==> src/rtl/vga_sync_800x600_pkg.sv <==
// vga_sync_800x600 shared constants and types: default SVGA 800x600@60
// timing, counter and colour widths, and the delayed sync bundle.
package vga_sync_800x600_pkg;

    localparam int H_ACTIVE_D = 800;
    localparam int H_FP_D     = 40;
    localparam int H_SYNC_D   = 128;
    localparam int H_BP_D     = 88;
    localparam int V_ACTIVE_D = 600;
    localparam int V_FP_D     = 1;
    localparam int V_SYNC_D   = 4;
    localparam int V_BP_D     = 23;

    localparam int HCNT_W = 11;
    localparam int VCNT_W = 10;
    localparam int RGB_W  = 8;

    function automatic int total4(
        input int a,
        input int b,
        input int c,
        input int d
    );
        return a + b + c + d;
    endfunction

    localparam int H_TOTAL_D =
        total4(H_ACTIVE_D, H_FP_D, H_SYNC_D, H_BP_D);
    localparam int V_TOTAL_D =
        total4(V_ACTIVE_D, V_FP_D, V_SYNC_D, V_BP_D);
    localparam int HS_START_D = H_ACTIVE_D + H_FP_D;
    localparam int HS_END_D   = HS_START_D + H_SYNC_D;
    localparam int VS_START_D = V_ACTIVE_D + V_FP_D;
    localparam int VS_END_D   = VS_START_D + V_SYNC_D;

    // Bit 0 is the active-area flag; the colour register taps it.
    typedef struct packed {
        logic hs;
        logic vs;
        logic valid;
    } sync_bits_t;

endpackage

==> src/rtl/vga_sync_800x600_if.sv <==
// Video bus between the timing generator (master) and renderer/sink.
// Ports: pix_x/pix_y/pix_valid/frame_start out, rgb_in back, rgb_out/syncs/de out.
interface vga_sync_800x600_if;
    import vga_sync_800x600_pkg::*;

    logic [HCNT_W-1:0] pix_x;
    logic [VCNT_W-1:0] pix_y;
    logic              pix_valid;
    logic              frame_start;
    logic [RGB_W-1:0]  rgb_in;
    logic [RGB_W-1:0]  rgb_out;
    logic              hsync;
    logic              vsync;
    logic              de;

    modport master (
        output pix_x,
        output pix_y,
        output pix_valid,
        output frame_start,
        input  rgb_in,
        output rgb_out,
        output hsync,
        output vsync,
        output de
    );

    modport slave (
        input  pix_x,
        input  pix_y,
        input  pix_valid,
        input  frame_start,
        output rgb_in,
        input  rgb_out,
        input  hsync,
        input  vsync,
        input  de
    );

endinterface

==> src/rtl/vga_sync_800x600_sync_delay.sv <==
// W-bit wide, D-deep register chain with synchronous reset.
// Ports: i_clk, i_rst, i_d in; o_q = last stage, o_tap = one bit of stage TAP.
module vga_sync_800x600_sync_delay #(
    parameter int W       = 3,
    parameter int D       = 2,
    parameter int TAP     = 0,
    parameter int TAP_BIT = 0
) (
    input  logic         i_clk,
    input  logic         i_rst,
    input  logic [W-1:0] i_d,
    output logic [W-1:0] o_q,
    output logic         o_tap
);

    generate
        if (D < 1 || TAP >= D || TAP_BIT >= W) begin : g_bad_cfg
            $error("sync_delay: bad depth/tap configuration");
        end
    endgenerate

    logic [W-1:0] r_sr [D];

    always_ff @(posedge i_clk) begin
        if (i_rst) begin
            for (int i = 0; i < D; i++) begin
                r_sr[i] <= '0;
            end
        end else begin
            r_sr[0] <= i_d;
            for (int i = 1; i < D; i++) begin
                r_sr[i] <= r_sr[i-1];
            end
        end
    end

    assign o_q   = r_sr[D-1];
    assign o_tap = r_sr[TAP][TAP_BIT];

endmodule

==> src/rtl/vga_sync_800x600.sv <==
// SVGA timing generator: h/v counters, stage-0 decode, 2-stage sync/colour pipe.
// Ports: i_clk (pixel clock), i_rst (sync, active high), io_vga (master modport).
module vga_sync_800x600
    import vga_sync_800x600_pkg::*;
#(
    parameter int H_ACTIVE = H_ACTIVE_D,
    parameter int H_FP     = H_FP_D,
    parameter int H_SYNC   = H_SYNC_D,
    parameter int H_BP     = H_BP_D,
    parameter int V_ACTIVE = V_ACTIVE_D,
    parameter int V_FP     = V_FP_D,
    parameter int V_SYNC   = V_SYNC_D,
    parameter int V_BP     = V_BP_D,
    parameter bit HS_POL   = 1'b1,
    parameter bit VS_POL   = 1'b1
) (
    input logic                 i_clk,
    input logic                 i_rst,
    vga_sync_800x600_if.master  io_vga
);

    localparam int H_TOTAL = total4(H_ACTIVE, H_FP, H_SYNC, H_BP);
    localparam int V_TOTAL = total4(V_ACTIVE, V_FP, V_SYNC, V_BP);

    generate
        if (H_TOTAL > (1 << HCNT_W)) begin : g_h_range
            $error("vga_sync_800x600: H_TOTAL exceeds 11-bit counter");
        end
        if (V_TOTAL > (1 << VCNT_W)) begin : g_v_range
            $error("vga_sync_800x600: V_TOTAL exceeds 10-bit counter");
        end
    endgenerate

    // Decode bounds carry one extra bit so an end position equal to the
    // full counter range does not wrap to zero.
    localparam logic [HCNT_W-1:0] H_LAST   = HCNT_W'(H_TOTAL - 1);
    localparam logic [VCNT_W-1:0] V_LAST   = VCNT_W'(V_TOTAL - 1);
    localparam logic [HCNT_W:0]   H_ACT    = 12'(H_ACTIVE);
    localparam logic [VCNT_W:0]   V_ACT    = 11'(V_ACTIVE);
    localparam logic [HCNT_W:0]   HS_START = 12'(H_ACTIVE + H_FP);
    localparam logic [HCNT_W:0]   HS_END   = 12'(H_ACTIVE + H_FP + H_SYNC);
    localparam logic [VCNT_W:0]   VS_START = 11'(V_ACTIVE + V_FP);
    localparam logic [VCNT_W:0]   VS_END   = 11'(V_ACTIVE + V_FP + V_SYNC);

    logic [HCNT_W-1:0] r_h;
    logic [VCNT_W-1:0] r_v;
    logic [RGB_W-1:0]  r_rgb;

    logic [HCNT_W:0] w_hx;
    logic [VCNT_W:0] w_vx;
    logic            w_h_last;
    logic            w_v_last;
    logic            w_s1_valid;
    sync_bits_t      w_s0;
    sync_bits_t      w_s2;

    assign w_h_last = (r_h == H_LAST);
    assign w_v_last = (r_v == V_LAST);

    // v only moves on the h wrap, so both wrap on the same edge.
    always_ff @(posedge i_clk) begin
        if (i_rst) begin
            r_h <= '0;
            r_v <= '0;
        end else if (w_h_last) begin
            r_h <= '0;
            r_v <= w_v_last ? '0 : r_v + 1'b1;
        end else begin
            r_h <= r_h + 1'b1;
        end
    end

    assign w_hx = {1'b0, r_h};
    assign w_vx = {1'b0, r_v};

    assign w_s0.valid = (w_hx < H_ACT) && (w_vx < V_ACT);
    assign w_s0.hs    = (w_hx >= HS_START) && (w_hx < HS_END);
    assign w_s0.vs    = (w_vx >= VS_START) && (w_vx < VS_END);

    vga_sync_800x600_sync_delay #(
        .W       (3),
        .D       (2),
        .TAP     (0),
        .TAP_BIT (0)
    ) u_dly (
        .i_clk (i_clk),
        .i_rst (i_rst),
        .i_d   (w_s0),
        .o_q   (w_s2),
        .o_tap (w_s1_valid)
    );

    // Renderer colour arrives one cycle after its coordinate, i.e.
    // alongside the stage-1 valid bit.
    always_ff @(posedge i_clk) begin
        if (i_rst) begin
            r_rgb <= '0;
        end else begin
            r_rgb <= w_s1_valid ? io_vga.rgb_in : '0;
        end
    end

    assign io_vga.pix_x       = r_h;
    assign io_vga.pix_y       = r_v;
    assign io_vga.pix_valid   = w_s0.valid;
    assign io_vga.frame_start = (r_h == '0) && (r_v == '0) && !i_rst;
    assign io_vga.rgb_out     = r_rgb;
    assign io_vga.hsync       = (w_s2.hs == HS_POL);
    assign io_vga.vsync       = (w_s2.vs == VS_POL);
    assign io_vga.de          = w_s2.valid;

endmodule
==> src/flat_wrapper.sv <==
// flat-port wrapper written by rule: the top's interface ports become plain ports
module vga_sync_800x600_flat import vga_sync_800x600_pkg::*;
#(
    parameter int H_ACTIVE = H_ACTIVE_D,
    parameter int H_FP     = H_FP_D,
    parameter int H_SYNC   = H_SYNC_D,
    parameter int H_BP     = H_BP_D,
    parameter int V_ACTIVE = V_ACTIVE_D,
    parameter int V_FP     = V_FP_D,
    parameter int V_SYNC   = V_SYNC_D,
    parameter int V_BP     = V_BP_D,
    parameter bit HS_POL   = 1'b1,
    parameter bit VS_POL   = 1'b1
)
  (i_clk, i_rst, io_vga_pix_x, io_vga_pix_y, io_vga_pix_valid, io_vga_frame_start, io_vga_rgb_in, io_vga_rgb_out, io_vga_hsync, io_vga_vsync, io_vga_de);
  vga_sync_800x600_if io_vga_i ();
  input logic i_clk;
  input logic i_rst;
  output wire logic [$bits(io_vga_i.pix_x)-1:0] io_vga_pix_x;
  output wire logic [$bits(io_vga_i.pix_y)-1:0] io_vga_pix_y;
  output wire logic [$bits(io_vga_i.pix_valid)-1:0] io_vga_pix_valid;
  output wire logic [$bits(io_vga_i.frame_start)-1:0] io_vga_frame_start;
  input wire logic [$bits(io_vga_i.rgb_in)-1:0] io_vga_rgb_in;
  output wire logic [$bits(io_vga_i.rgb_out)-1:0] io_vga_rgb_out;
  output wire logic [$bits(io_vga_i.hsync)-1:0] io_vga_hsync;
  output wire logic [$bits(io_vga_i.vsync)-1:0] io_vga_vsync;
  output wire logic [$bits(io_vga_i.de)-1:0] io_vga_de;
  assign io_vga_pix_x = io_vga_i.pix_x;
  assign io_vga_pix_y = io_vga_i.pix_y;
  assign io_vga_pix_valid = io_vga_i.pix_valid;
  assign io_vga_frame_start = io_vga_i.frame_start;
  assign io_vga_i.rgb_in = io_vga_rgb_in;
  assign io_vga_rgb_out = io_vga_i.rgb_out;
  assign io_vga_hsync = io_vga_i.hsync;
  assign io_vga_vsync = io_vga_i.vsync;
  assign io_vga_de = io_vga_i.de;
  vga_sync_800x600 #(.H_ACTIVE(H_ACTIVE), .H_FP(H_FP), .H_SYNC(H_SYNC), .H_BP(H_BP), .V_ACTIVE(V_ACTIVE), .V_FP(V_FP), .V_SYNC(V_SYNC), .V_BP(V_BP), .HS_POL(HS_POL), .VS_POL(VS_POL)) u_core (.i_clk(i_clk), .i_rst(i_rst), .io_vga(io_vga_i));
endmodule
==> config.mk <==
export PLATFORM = sky130hd
export DESIGN_NAME = vga_sync_800x600_flat
export DESIGN_NICKNAME = d
export VERILOG_FILES = /design/src/rtl/vga_sync_800x600_pkg.sv /design/src/rtl/vga_sync_800x600_if.sv /design/src/rtl/vga_sync_800x600_sync_delay.sv /design/src/rtl/vga_sync_800x600.sv /design/src/flat_wrapper.sv
export SDC_FILE = /design/constraint.sdc
export NUM_CORES = 1
export LEC_CHECK = 0
export BUFFER_PORTS_ARGS = -buffer_cell sky130_fd_sc_hd__buf_4
export CORE_MARGIN = 5
export CORE_UTILIZATION = 54
export DETAILED_ROUTE_END_ITERATION = 10
export GPL_TIMING_DRIVEN = 0
export PLACE_DENSITY = 0.89
export SLEW_MARGIN = 25
export SYNTH_ARGS = -nofsm -noshare
export SYNTH_HDL_FRONTEND = slang
export SYNTH_HIERARCHICAL = 1
export SYNTH_SLANG_ARGS = --single-unit
==> constraint.sdc <==
create_clock -name i_clk -period 6.3 [get_ports i_clk]
set_input_delay 1.89 -clock i_clk [delete_from_list [all_inputs] [get_ports i_clk]]
set_output_delay 1.89 -clock i_clk [all_outputs]
set_load 0.01 [all_outputs]
==> flow_summary.json <==
{
  "status": "completed",
  "grt_setup_unrepaired": "no",
  "firstDrtPassIters": 4,
  "dieArea_mm2": 0.00402,
  "route.detailed.drc": 0,
  "dp_hpwl_um": 2370,
  "path_clk_slew_ps": 110,
  "yosysSeqAreaShare": 0.455,
  "io_pins": 44,
  "syn_area_per_cell_um2": 8.74,
  "slew_viol_final": 0,
  "worst_setup_path_start_kind": "input pin",
  "path_class": "in2out",
  "antenna_found_initial": 0,
  "ys_ff_latch": 35,
  "ys_warn_count": 6,
  "syn2layout_area_growth_pct": 28.8,
  "skew_ps": 8.10,
  "num_vias": 1359,
  "critPathCapture": "io_vga_frame_start",
  "cts_resized": 0,
  "crit_family": "simple AND/OR/NAND/NOR gates",
  "wl_per_cell_um": 12.2,
  "cp_slowest_cell": "or4b_2",
  "synth-main-ff-cell": "dfxtp_1",
  "gp_congestion": 0.772,
  "fin_setup_tns_ps": 0,
  "track_usage": 0.157,
  "grt_pass1_wl_um": 5070,
  "max-slew-margin-rel": 0.571,
  "n_fill_cell": 210,
  "max_freq_mhz": 198,
  "critPathMostFrequentCell": "buf_4",
  "cp_num_buf_inv": 2,
  "fin_nets": 241,
  "power_mw": 0.414,
  "start_util": 0.563,
  "netlist_area_mm2": 0.00154,
  "holdBufCountCts": 0,
  "synth-edff-count": 0,
  "cts_buffer_depth": 2,
  "period_share": 0.801,
  "fin_cells": 258,
  "h-tree-depth": 2,
  "ant_nets": 0,
  "crit_chain": "buf_4, or4b_2, nor4_1, buf_4",
  "endpoint_kind": "output port",
  "syn_inst": 176,
  "arrival_ps": 3160,
  "grt_max_degree": 15,
  "numCtsBuffers": 5,
  "power.density_mw_per_mm2": 209,
  "first_iter_violations": 50,
  "gr-total-overflow": 0,
  "critical_path.max_fanout": 14,
  "timing.final.crit_period_ps": 5050,
  "cts.sinks": 35,
  "worstMarginPinSlew_ps": 642,
  "r2r-start": "u_core/io_vga.pix_x[6]",
  "ctsRootBufferMaster": "clkbuf_4",
  "antenna_cells": 0,
  "grt_pass1_vias": 1115,
  "critPathMaxStageDelay_ps": 610,
  "port_buffers": 43,
  "drv_cap": 0,
  "rrSetupSlack_ps": 3910,
  "worstSetupPathDepth": 4,
  "cts_setup_buffers": 0,
  "die_w_um": 63.4,
  "worstSetupStartpoint": "i_rst",
  "p_leak_nw": 0.830,
  "cts_tree": "yes",
  "finalHoldViolations": 0,
  "worstReg2RegEnd": "u_core/io_vga.pix_y[0]",
  "die_h_um": 63.4,
  "core_area_mm2": 0.00273,
  "synth_nets": 191,
  "std_cell_rows": 19,
  "place_inst": 250,
  "critical_path_required_ps": 4410,
  "clkLatencyLatePin_ps": 330,
  "r2r_cells": 6,
  "wl_um": 3160,
  "worstHoldPathType": "reg2reg",
  "ys_types": 31,
  "ir_drop_v": 0.000234,
  "viasPerCell": 5.27,
  "setup_violations": 0,
  "layout-drive-gt1-share": 0.251,
  "async_flop_share": 0
}
## worst min path at each step
stage | start | endpoint | slack, ps | cells past startpoint
after global routing | u_core/u_dly/r_sr[0][1] | u_core/u_dly/r_sr[0][4] | 460 | 1
final | u_core/u_dly/r_sr[0][1] | u_core/u_dly/r_sr[0][4] | 450 | 1
after CTS | u_core/u_dly/r_sr[0][1] | u_core/u_dly/r_sr[0][4] | 460 | 1
after detailed placement | u_core/u_dly/r_sr[0][1] | u_core/u_dly/r_sr[0][4] | 430 | 1
after global placement | u_core/u_dly/r_sr[0][1] | u_core/u_dly/r_sr[0][4] | 420 | 1
after floorplan | u_core/u_dly/r_sr[0][1] | u_core/u_dly/r_sr[0][4] | 410 | 1
## registers in the layout, summed over array words and instances (netlist names)
signal                 count
u_core/io_vga.pix_x       11
u_core/io_vga.pix_y       10
u_core/u_dly/r_sr          6
u_core/io_vga.rgb_out      8
## per-layer routing
metal	global-route usage	vias to the layer above	share of wire
met5	0	-	0
met3	0.0568	5	0.072
met2	0.244	44	0.48
met4	0.0545	0	0.0079
met1	0.201	614	0.44
li1	-	696	-
## report_power, final
group          switching [mW]  leakage (nW)  internal (mW)
logic                  0.0125         0.500         0.0144
registers             0.00249         0.284          0.226
clock network          0.0756        0.0452         0.0835
total                  0.0905         0.830          0.323
## through the flow
stage               cell area [um2]  setup WS [ps]   util  hold slack [ps]
floorplan                      1540           1470      -              414
global placement               1900           1240  0.695              418
detailed placement             1900           1250  0.695              431
CTS                            1980           1250  0.725              457
global route                   1980           1210  0.725              463
finish                         1980           1250  0.725              450
## synth_stat cells, types with 2 or more instances
master	number	area, um2
or3_1	2	12.5
clkbuf_1	5	18.8
nand4b_1	2	17.5
o21ai_0	3	15.0
nand3_1	9	45.0
nand2b_1	2	12.5
nand4_1	4	25.0
ha_1	5	62.6
inv_1	10	37.5
and2_1	9	56.3
dfxtp_1	35	701
buf_4	3	22.5
xor2_1	4	35.0
nand2_1	8	30.0
xnor2_1	11	96.3
nor2_1	23	86.3
nor2b_1	7	43.8
nor3_1	6	30.0
a21oi_1	5	25.0
o31ai_1	3	22.5
or4_1	4	30.0
nor4_1	7	43.8
## placed cells by master, fill, tap and decap left out
cell type | netlist | layout
or4_1 | 4 | 4
o21bai_1 | 1 | 1
o21ai_0 | 3 | 3
inv_1 | 10 | 10
bufinv_16 | 0 | 1
nand4_1 | 4 | 4
ha_1 | 5 | 5
nor2b_1 | 7 | 7
or4b_1 | 1 | 1
or3_1 | 2 | 2
buf_4 | 3 | 46
nand2_1 | 8 | 8
nor2_1 | 23 | 23
or2b_1 | 1 | 1
nand2b_1 | 2 | 2
and3_1 | 1 | 1
nor4_1 | 7 | 7
xor2_1 | 4 | 4
a2111oi_0 | 1 | 1
dfxtp_1 | 35 | 35
nand4b_1 | 2 | 2
a21oi_1 | 5 | 5
xnor2_1 | 11 | 11
nor3_1 | 6 | 6
o31ai_1 | 3 | 3
nor4bb_1 | 1 | 1
or4b_2 | 1 | 1
clkbuf_1 | 5 | 5
clkbuf_2 | 1 | 1
clkbuf_4 | 0 | 5
buf_2 | 1 | 1
clkinv_2 | 0 | 1
clkinv_4 | 0 | 1
nand3_1 | 9 | 9
and2_1 | 9 | 9
## final cells by class
class | instances | area, um2 | area share
tap | 31 | 38.8 | 0.0196
clock buffer | 5 | 37.5 | 0.0189
timing repair buffer | 43 | 323 | 0.163
buffer | 10 | 51.3 | 0.0259
multi-input combinational | 121 | 749 | 0.378
inverter | 10 | 37.5 | 0.0189
clock inverter | 3 | 43.8 | 0.0221
sequential | 35 | 701 | 0.354
## kinds of logic (layout without fill, tap and decap cells)
family / Yosys count / in the layout / share of synthesized area
and+or+nand+nor: 88 / 88 / 0.310
adders and majority gates: 5 / 5 / 0.0407
DFF: 35 / 35 / 0.455
xor gates and xnor gates: 15 / 15 / 0.0854
AOI/OAI and AO/OA: 13 / 13 / 0.0512
buffers and inverters: 20 / 71 / 0.0577
## worst reg2reg max path, cell delays in order (launching register included)
cell and delay, ps:
dfxtp_1 400, or4_1 530, clkbuf_2 170, or3_1 370, buf_2 160, o21bai_1 530, nor2_1 110
No activity file was read; power rests on OpenSTA's default activity.
